`src/rtl/instruction_fetch_pkg.sv`:
```
// rtl/instruction_fetch_pkg.sv - shared CPU constants, fetch state encoding and jump-control codes
package instruction_fetch_pkg;

   localparam logic [15:0] NOP = 16'h0800;

   typedef enum logic [1:0] {
      ST_IDLE  = 2'd0,
      ST_FETCH = 2'd1,
      ST_DRAIN = 2'd2,
      ST_HOLD  = 2'd3
   } fetch_state_t;

   // Codes the control unit decodes into a taken redirect.
   typedef enum logic [2:0] {
      JMP_NONE = 3'd0,
      JMP_JUMP = 3'd1,
      JMP_JR   = 3'd2,
      JMP_BEQ  = 3'd3,
      JMP_BNE  = 3'd4,
      JMP_BLT  = 3'd5
   } jump_ctrl_t;

   function automatic logic [15:0] pc_inc(input logic [15:0] a);
      return a + 16'd1;
   endfunction

endpackage

```
`src/rtl/instruction_fetch.sv`:
```
// rtl/instruction_fetch.sv - fetch stage: PC, imem handshake, flush handling and EPC
module instruction_fetch
   import instruction_fetch_pkg::*;
#(
   parameter logic [15:0] RESET_PC   = 16'h0000,
   parameter logic [15:0] INT_VECTOR = 16'h0008
) (
   input  logic        clk,
   input  logic        rst,
   output logic        imem_req,
   output logic [15:0] imem_addr,
   input  logic        imem_ready,
   input  logic [15:0] imem_rdata,
   input  logic        stall,
   input  logic        redirect,
   input  logic [15:0] redirect_target,
   input  logic        int_take,
   input  logic        eret_take,
   output logic [15:0] instruction,
   output logic        inst_valid,
   output logic [15:0] pc_out,
   output logic [15:0] epc
);

   fetch_state_t state, state_n;
   logic [15:0]  pc, pc_n, req_addr, req_addr_n;
   logic [15:0]  instr_n, pc_out_n, epc_n;
   logic         valid_n, load, flush;
   logic [15:0]  target;

   assign flush  = int_take | eret_take | redirect;
   assign target = int_take  ? INT_VECTOR :
                   eret_take ? epc        : redirect_target;

   assign imem_req  = (state == ST_FETCH) || (state == ST_DRAIN);
   assign imem_addr = req_addr;

   always_ff @(posedge clk) begin
      if (rst) begin
         state       <= ST_IDLE;
         pc          <= RESET_PC;
         req_addr    <= RESET_PC;
         epc         <= 16'h0000;
         instruction <= NOP;
         inst_valid  <= 1'b0;
         pc_out      <= 16'h0000;
      end else begin
         state       <= state_n;
         pc          <= pc_n;
         req_addr    <= req_addr_n;
         epc         <= epc_n;
         instruction <= instr_n;
         inst_valid  <= valid_n;
         pc_out      <= pc_out_n;
      end
   end

   always_comb begin
      state_n    = state;
      pc_n       = pc;
      req_addr_n = req_addr;
      instr_n    = instruction;
      pc_out_n   = pc_out;
      valid_n    = inst_valid;
      epc_n      = epc;
      load       = 1'b0;

      if (inst_valid && !stall) begin
         valid_n = 1'b0;
         instr_n = NOP;
      end

      case (state)
         ST_IDLE: begin
            state_n = ST_FETCH;
            if (flush) req_addr_n = target;
         end
         ST_FETCH: begin
            if (imem_ready) begin
               if (flush) begin
                  req_addr_n = target;
               end else if (!inst_valid || !stall) begin
                  load       = 1'b1;
                  pc_n       = pc_inc(req_addr);
                  req_addr_n = pc_inc(req_addr);
                  state_n    = stall ? ST_HOLD : ST_FETCH;
               end else begin
                  // Output full and stalled: drop the word, refetch it from pc later.
                  state_n = ST_HOLD;
               end
            end else if (flush) begin
               state_n = ST_DRAIN;
            end
         end
         ST_DRAIN: begin
            if (imem_ready) begin
               state_n    = ST_FETCH;
               req_addr_n = flush ? target : pc;
            end
         end
         ST_HOLD: begin
            if (flush) begin
               state_n    = ST_FETCH;
               req_addr_n = target;
            end else if (!stall) begin
               state_n    = ST_FETCH;
               req_addr_n = pc;
            end
         end
         default: state_n = ST_IDLE;
      endcase

      if (load) begin
         instr_n  = imem_rdata;
         pc_out_n = req_addr;
         valid_n  = 1'b1;
      end

      if (flush) begin
         pc_n    = target;
         valid_n = 1'b0;
         instr_n = NOP;
      end

      if (int_take) epc_n = pc_inc(pc_out);
   end

endmodule

```
`config.mk`:
```
export PLATFORM = sky130hd
export DESIGN_NAME = instruction_fetch
export DESIGN_NICKNAME = d
export VERILOG_FILES = /design/src/rtl/instruction_fetch_pkg.sv /design/src/rtl/instruction_fetch.sv
export SDC_FILE = /design/constraint.sdc
export NUM_CORES = 1
export LEC_CHECK = 0
export ABC_AREA = 1
export CORE_UTILIZATION = 35
export DETAILED_ROUTE_END_ITERATION = 6
export GPL_TIMING_DRIVEN = 0
export PLACE_DENSITY_LB_ADDON = 0.15
export SYNTH_ARGS = -nofsm -noshare
export SYNTH_HDL_FRONTEND = slang
export SYNTH_SLANG_ARGS = --single-unit
export TNS_END_PERCENT = 30
```
`constraint.sdc`:
```
create_clock -name clk -period 1.75 [get_ports clk]
set_input_delay 0.2625 -clock clk [delete_from_list [all_inputs] [get_ports clk]]
set_output_delay 0.2625 -clock clk [all_outputs]
set_load 0.05 [all_outputs]
```
### Word level (Yosys, flattened, before mapping)

Index checks and enable logic that the tools add are counted.
W data, S select, Z words.

| cells by class | value |
|---|---|
| eq/ne operators | 10 |
| reduce and logical (&&, ||, !) cells | 14 |
| bitwise operators | 2 |
| add/subtract/negate cells | 2 |
| mux-type cells | 31 |

Operator list:

| kind | number |
|---|---|
| $mux W16 | 15 |
| $pmux W16 S4 | 1 |
| $add A16 B1 Y16 const B | 2 |
| $mux W2 | 8 |
| $ne A3 B3 Y1 const B | 3 |
| $pmux W2 S4 | 1 |
| $reduce_bool A2 Y1 | 4 |
| $mux W1 | 6 |
| $ne A2 B2 Y1 const B | 3 |
| $reduce_and A5 Y1 | 1 |
| $eq A2 B2 Y1 const B | 2 |
| $reduce_and A4 Y1 | 1 |
| $ne A3 B2 Y1 const B | 1 |
| $reduce_and A3 Y1 | 1 |
| $eq A2 B1 Y1 const B | 1 |
| $logic_not A1 Y1 | 2 |
| $logic_not A2 Y1 | 1 |
| $logic_or A1 B1 Y1 | 2 |
| $or A1 B1 Y1 | 2 |
| $reduce_or A2 Y1 | 1 |
| $logic_and A1 B1 Y1 | 1 |

| storage, ports and cells | value |
|---|---|
| logic and storage cells | 66 |
| output and inout port bits | 66 |
| register bits after elaboration | 83 |

### Logic depth before layout (Yosys ltp)

Gate-level depths: netlist of the first run.

| depth | value |
|---|---|
| depth in word-level cells | 7 |
| depth in mapped cells | 12 |
| depth with buffers taken out | 12 |

### Worst setup path before layout of the first run

Ideal clock, no wire load.

| timing path | value |
|---|---|
| kind | reg-to-reg |
| start point | register pc_out[1] |
| end point | register epc[12] |
| path slack | -0.221 ns |
| arrival time | 1.856 ns |
| buffers on the path | 0 |
| cell stages (with the launch flop) | 8 |
| period minus slack after synthesis | 1.971 ns |
| path through | dfxtp_1 > ha_1 > nand3_1 > nor4_1 > nand2_1 > xnor2_1 > o21ai_0 > inv_1 |

| on the way | value |
|---|---|
| word-level cells in the longest chain between the ends | 1 |

Ends and longest elaborated chain:

| item | line | RTL |
|---|---|---|
| start, declared | instruction_fetch.sv:21 | `output logic [15:0] pc_out,` |
| start signal, assigned | instruction_fetch.sv:54 | `pc_out <= pc_out_n;` |
| $add A16 B1 Y16 | instruction_fetch_pkg.sv:24 | `return a + 16'd1;` |
| end signal, assigned | instruction_fetch.sv:51 | `epc <= epc_n;` |
| end, declared | instruction_fetch.sv:22 | `output logic [15:0] epc` |

Every way passes these cells.
A chain may end at the register's enable or synchronous reset.

### Worst setup path after layout of the first run

| timing path | value |
|---|---|
| start point | register state[0] |
| end point | register req_addr[11], in the netlist imem_addr[11] |

| on the way | value |
|---|---|
| word-level cells in the longest chain between the ends | 3 |

Ends and longest elaborated chain:

| item | line | RTL |
|---|---|---|
| start, declared | instruction_fetch.sv:25 | `fetch_state_t state, state_n;` |
| start signal, assigned | instruction_fetch.sv:48 | `state <= state_n;` |
| $eq A2 B1 Y1, or another cell as far along | instruction_fetch.sv:73 | `case (state)` |
| $ne A3 B2 Y1 (no line), or another cell as far along | n/a |  |
| $reduce_and A5 Y1 (no line) | n/a |  |
| end signal, assigned | instruction_fetch.sv:50 | `req_addr <= req_addr_n;` |
| end, declared | instruction_fetch.sv:26 | `logic [15:0] pc, pc_n, req_addr, req_addr_n;` |

Several ways; a longest one is shown, not always the timed one.

==> results of run 1 <==
## per-layer routing
metal | global-route usage (%) | vias up
li1 | - | 2554
met1 | 30.00 | 2411
met2 | 37.72 | 233
met3 | 5.107 | 28
met4 | 10.47 | 0
met5 | 0 | -
## power by group through the flow
| stage | Sequential, mW | Combinational [mW] | Clock, mW |
|---|---|---|---|
| after floorplan | 2.44 | 0.692 | 0 |
| final | 2.19 | 1.52 | 2.24 |
| after CTS | 2.17 | 1.46 | 2.28 |
| after global placement | 2.21 | 1.46 | 0 |
| after detailed placement | 2.21 | 1.47 | 0 |
| after global routing | 2.21 | 1.63 | 2.38 |
## sequential cells by signal, summed over array words and instances, names as in the netlist
signal,flops
instruction,16
inst_valid,1
epc,16
state,2
imem_addr,16
pc,16
pc_out,16
## stage by stage
stage	hold WS, ns	setup TNS [ns]	setup WS, ns	std cells
detailed placement	0.4728	-27.15	-0.5439	990
global placement	0.4579	-25.48	-0.5358	990
global route	0.4702	-0.02517	-0.01779	1013
floorplan	0.3730	-0.1839	-0.07294	714
finish	0.4685	0	0.06781	1013
CTS	0.4605	0	0.0002187	1009
## cell type report
type                            instances  area (sq um)
Fill cell                            1313          6280
Multi-Input combinational cell        522          2678
Sequential cell                        83          1698
Timing Repair Buffer                  112          1027
Inverter                               75         292.8
Buffer                                 33         236.5
Clock buffer                            9         225.2
Tap cell                              172         215.2
Clock inverter                          7         121.4
## worst paths after layout
kind,from,end,slack (ns),cells past startpoint
max,state[0],imem_addr[11],0.07,8
min reg2reg,instruction[8],instruction[8],0.48,2
max reg2reg,state[0],imem_addr[11],0.07,8
min,imem_rdata[1],instruction[1],0.47,3
## what timing repair did
item	4_1_cts	5_1_grt
setup endpoints to repair	123	72
setup buffers	4	4
pin swaps	3	3
hold buffers	0	0
endpoints found under the hold margin	0	0
gates resized for setup	98	65
## worst max-delay path, stage by stage, from the launching register on
cell and delay (ns):
dfxtp_4 0.37, inv_1 0.08, ha_2 0.21, nor2_4 0.22, clkinv_2 0.24, a21oi_1 0.19, nand2_1 0.09, nand2_1 0.08
a21oi_2 0.05
## cells in the final DEF, fill, tap and decap left out, types with 4 or more instances in the layout
master and count:
nand2_1 189, a21oi_1 77, inv_1 64, o21ai_0 64, dfxtp_1 64, dlygate4sd2_1 63
nor2_1 55, nand3_1 39, clkdlybuf4s50_1 36, buf_4 14, dfxtp_2 14, o21bai_1 12
nor2_2 12, a21oi_2 12, o21ai_1 9, clkbuf_16 9, buf_6 8, buf_2 7
o211ai_1 7, inv_2 6, clkbuf_2 6, xor2_1 6, dfxtp_4 5, nand2_2 4
inv_4 4, dlymetal6s2s_1 4
## cell families (layout without fill, tap and decap cells)
family | after synthesis | count (layout) | share of synthesized area (%)
flip-flops | 83 | 83 | 35.67
XOR/XNOR | 9 | 9 | 1.692
AO/OA/AOI/OAI | 189 | 189 | 22.40
buffers and inverters | 109 | 236 | 10.21
adder cells (fa/ha/maj) | 7 | 7 | 1.880
AND/OR/NAND/NOR | 317 | 317 | 28.15
==> results.txt, run 1 <==
Seq pwr share: 36.8%
# diodes: 0
worst rel slew slack: 50.17%
internal power: 3.935 mW
asr flop ratio synth: 0%
detailed-route wire length: 16230 microns
share of cells above drive strength 1: 15.34%
Clock Skew: 0.008605 ns
final core occ: 50.84%
post-synth top area share: 35.67%
biggest area consumer among synthesized cells: dfxtp_1
I/O pins: 105
# rows: 41
Comb pwr share: 25.6%
wire length on met3: 1161 microns
Final Hold Viols: 0
top cells by count, synth: nand2_1, a21oi_1, dfxtp_1
DIE WIDTH: 117.4 microns
max-cap violations: 0
unrepaired setup endpoints after global routing: yes
nature of the critical path endpoint: flop
DR WL/cell: 16.02 microns
peak fanout along the critical path: 10
Syn Nets: 760
Pwr Total: 5.954 mW
Startpoint Class: flop
Critical Path AT: 1.89 ns
worst slew pin tran: 0.7475 ns
initial antenna violation count: 0
Final Critical Period: 1.682 ns
Vias/cell: 5.159
CTS tree: yes
register area share after synthesis: 35.67%
HPWL after DPL: 12060 microns
Die Y-Extent: 117.4 microns
Design Area, Final: 6494 sq um
routability cong.: 0.9430
Synth Area per Inst: 6.524 sq um
P&R area growth vs syn: 39.40%
CTS root buf: clkbuf_16
Post-synth top flop: dfxtp_1
Sw Ratio: 33.90%
status: finished, final reports clean
# DRC: 0
Global Route Usage Sum: 23.47%
yosys warns: 0
WL met2: 7449 microns
grt total ovfl: 0
die area: 13770 sq um
Post-synth EDFFs: 0
DR pass1 iterations: 5
vias: 5226
Antenna Nets Post-Route: 0
largest net degree at the start of global routing: 16
ranking of synthesized cells by area: dfxtp_1, nand2_1, a21oi_1, o21ai_0, inv_1
NetSw: 2.018 mW
peak supply drop: 0.3981 mV
worst hold path class: in -> reg
core region area: 12770 sq um
Worst-path clk slew: 0.06 ns
Clock Sinks: 83
cts bufs inserted: 9
Metal-1 WL: 7166 microns
H-Tree Level Count: 3
PD cells: 916.8 nW/um^2
Clock Path Buffers: 2
Top Layer Used: met4
Final Max Tran Viols: 0
worst setup path class: reg -> reg
Setup-failing EPs final: 0
Cells after Synth: 714
Leakage: 3.107 nW
clock share of power: 37.6%
I/O Buffers: 104
Placed Area: 5922 sq um
vias in the first global route: 4789
most common cell in the netlist: nand2_1
first-pass GRT wire length: 25250 microns
Fmax achieved: 594.5 MHz
initial DRC count: 389
Synth Register Bits: 83
Syn Std Cell Area: 4658 sq um
Starting Density: 36.47%
Critical Path RT: 1.96 ns
period utilization: 96.13%
Final nets: 882
synth unique cells: 38
worst skew pair latency: 0.35 ns
Note: power is estimated with default switching activity, not from simulation.
==> inputs of run 2 (changes only) <==
Settings changed: CORE_MARGIN from default to 10, SKIP_LAST_GASP from default to 1.
==> run 2 against run 1 <==
The run now ends with setup timing left. Non-clock buffer count unchanged. Die area grew 33%. Worst setup slack worse by 0.19 ns. Design area about the same. Sequential power hardly changed. Routed wire length rose by 7.1%. Clock skew is 0.0010 ns higher. Largest power group is now registers.
==> results.txt, run 2 (synthesis gave the netlist of run 1 again) <==
status: finished with violations
violated checks: setup timing
cts bufs inserted: 9
Worst Slack Setup Final: -0.1186 ns
NetSw: 1.979 mW
Critical Path RT: 1.49 ns
internal power: 3.699 mW
Fmax achieved: 535.2 MHz
Leakage: 3.025 nW
Worst Hold Depth: 3
grt total ovfl: 0
Seq pwr share: 38.5%
worst skew pair latency: 0.35 ns
worst setup path class: reg -> out
Metal-1 WL: 8091 microns
cells along the critical path: clkdlybuf4s50_1
nature of the critical path endpoint: output pin
pre-CTS WS: -0.5790 ns
Top Family by Delay on Critical Path: buffers and inverters
P&R area growth vs syn: 39.38%
Starting Density: 35.46%
peak fanout along the critical path: 4
initial antenna violation count: 0
first-pass GRT wire length: 26480 microns
DR pass1 iterations: 5
core region area: 13140 sq um
detailed-route wire length: 17370 microns
largest net degree at the start of global routing: 14
routability cong.: 0.9195
PD cells: 874.6 nW/um^2
Setup-failing EPs final: 32
Clock Skew: 0.009634 ns
clock share of power: 34.0%
CTS root buf: clkbuf_16
slowest CP cell: clkdlybuf4s50_1
Startpoint Class: flop
DIE WIDTH: 135.4 microns
I/O pins: 105
I/O Buffers: 104
worst rel slew slack: 50.28%
CTS tree: yes
vias: 5069
share of cells above drive strength 1: 14.05%
Critical Path AT: 1.61 ns
commonest non-fill, non-tap cell in the layout: nand2_1
HPWL after DPL: 13170 microns
# DRC: 0
die area: 18320 sq um
Sw Ratio: 34.86%
worst slew pin tran: 0.7457 ns
# diodes: 0
Clock Sinks: 83
Antenna Nets Post-Route: 0
crit path buf inv count: 1
Worst R2R Path Depth: 8
max-cap violations: 0
Final nets: 882
DR WL/cell: 17.10 microns
final core occ: 49.42%
H-Tree Level Count: 3
Fin Setup TNS: -0.8976 ns
Final Critical Period: 1.869 ns
period utilization: 106.8%
Clock Path Buffers: 2
# rows: 42
unrepaired setup endpoints after global routing: yes
Final Max Tran Viols: 0
initial DRC count: 383
Die Y-Extent: 135.4 microns
Pwr Total: 5.678 mW
worst hold path class: in -> reg
wire length on met3: 1062 microns
Comb pwr share: 27.6%
leading cell types in the layout, fill and taps excluded: nand2_1, a21oi_1, clkdlybuf4s50_1
Global Route Usage Sum: 18.34%
Vias/cell: 4.989
vias in the first global route: 4783
Final Hold Viols: 0
Top Layer Used: met4
WL met2: 8033 microns
peak supply drop: 0.3475 mV
Worst-path clk slew: 0.06 ns
Largest stage delay, worst path: 0.85 ns
Crit path depth: 1
[run 2: cell count changes in the layout (fill, tap and decap cells not counted), sizes merged]
cell           before  now
dlygate4sd2        63    9
clkdlybuf4s50      36   78
dlymetal6s2s        4   16
clkbuf             19   22
inv                77   74
buf                32   30
bufinv              3    1
clkdlybuf4s18       0    1
clkinv              2    3
clkinvlp            0    1
[run 2: repair_timing]
item                       in CTS  in global routing
hold buffers                    0                  0
gates resized for setup        41                 59
buffers inserted                2                  6
pin swaps                       5                  3
setup endpoints to repair     125                122
[run 2: area by class of cell]
| class | count | area [sq um] |
|---|---|---|
| Fill cell | 1336 | 6645 |
| Multi-Input combinational cell | 522 | 2644 |
| Sequential cell | 83 | 1687 |
| Timing Repair Buffer | 112 | 1130 |
| Inverter | 75 | 296.5 |
| Clock buffer | 11 | 242.7 |
| Buffer | 33 | 221.5 |
| Tap cell | 176 | 220.2 |
| Clock inverter | 4 | 51.30 |
[run 2: routing by layer]
| layer | up-vias | GRT usage [%] |
|---|---|---|
| met5 | - | 0 |
| met4 | 0 | 5.801 |
| met3 | 15 | 4.080 |
| met2 | 177 | 29.65 |
| met1 | 2309 | 23.71 |
| li1 | 2568 | - |
[run 2: per-stage QoR]
| stage | cell area, sq um | hold slack (ns) | std cells |
|---|---|---|---|
| global route | 6492 | 0.4740 | 1016 |
| CTS | 6302 | 0.4692 | 1010 |
| global placement | 5927 | 0.4602 | 994 |
| detailed placement | 5927 | 0.4718 | 994 |
| floorplan | 4666 | 0.3730 | 714 |
| finish | 6492 | 0.4766 | 1016 |
[run 2: power groups by stage]
stage	combinational, mW	sequential, mW	clock (mW)
detailed placement	1.48	2.21	0
global placement	1.48	2.21	0
global route	1.69	2.20	2.06
floorplan	0.692	2.44	0
CTS	1.51	2.17	1.97
finish	1.57	2.18	1.93
[run 2: path summary, 6_finish.rpt]
| path | start | end | slack [ns] |
|---|---|---|---|
| worst max-delay path | pc_out[11] | pc_out[11] | -0.12 |
| worst min-delay path | imem_rdata[4] | instruction[4] | 0.48 |
| worst max register to register | state[1] | instruction[11] | 0.03 |
| worst min register to register | instruction[5] | instruction[5] | 0.48 |
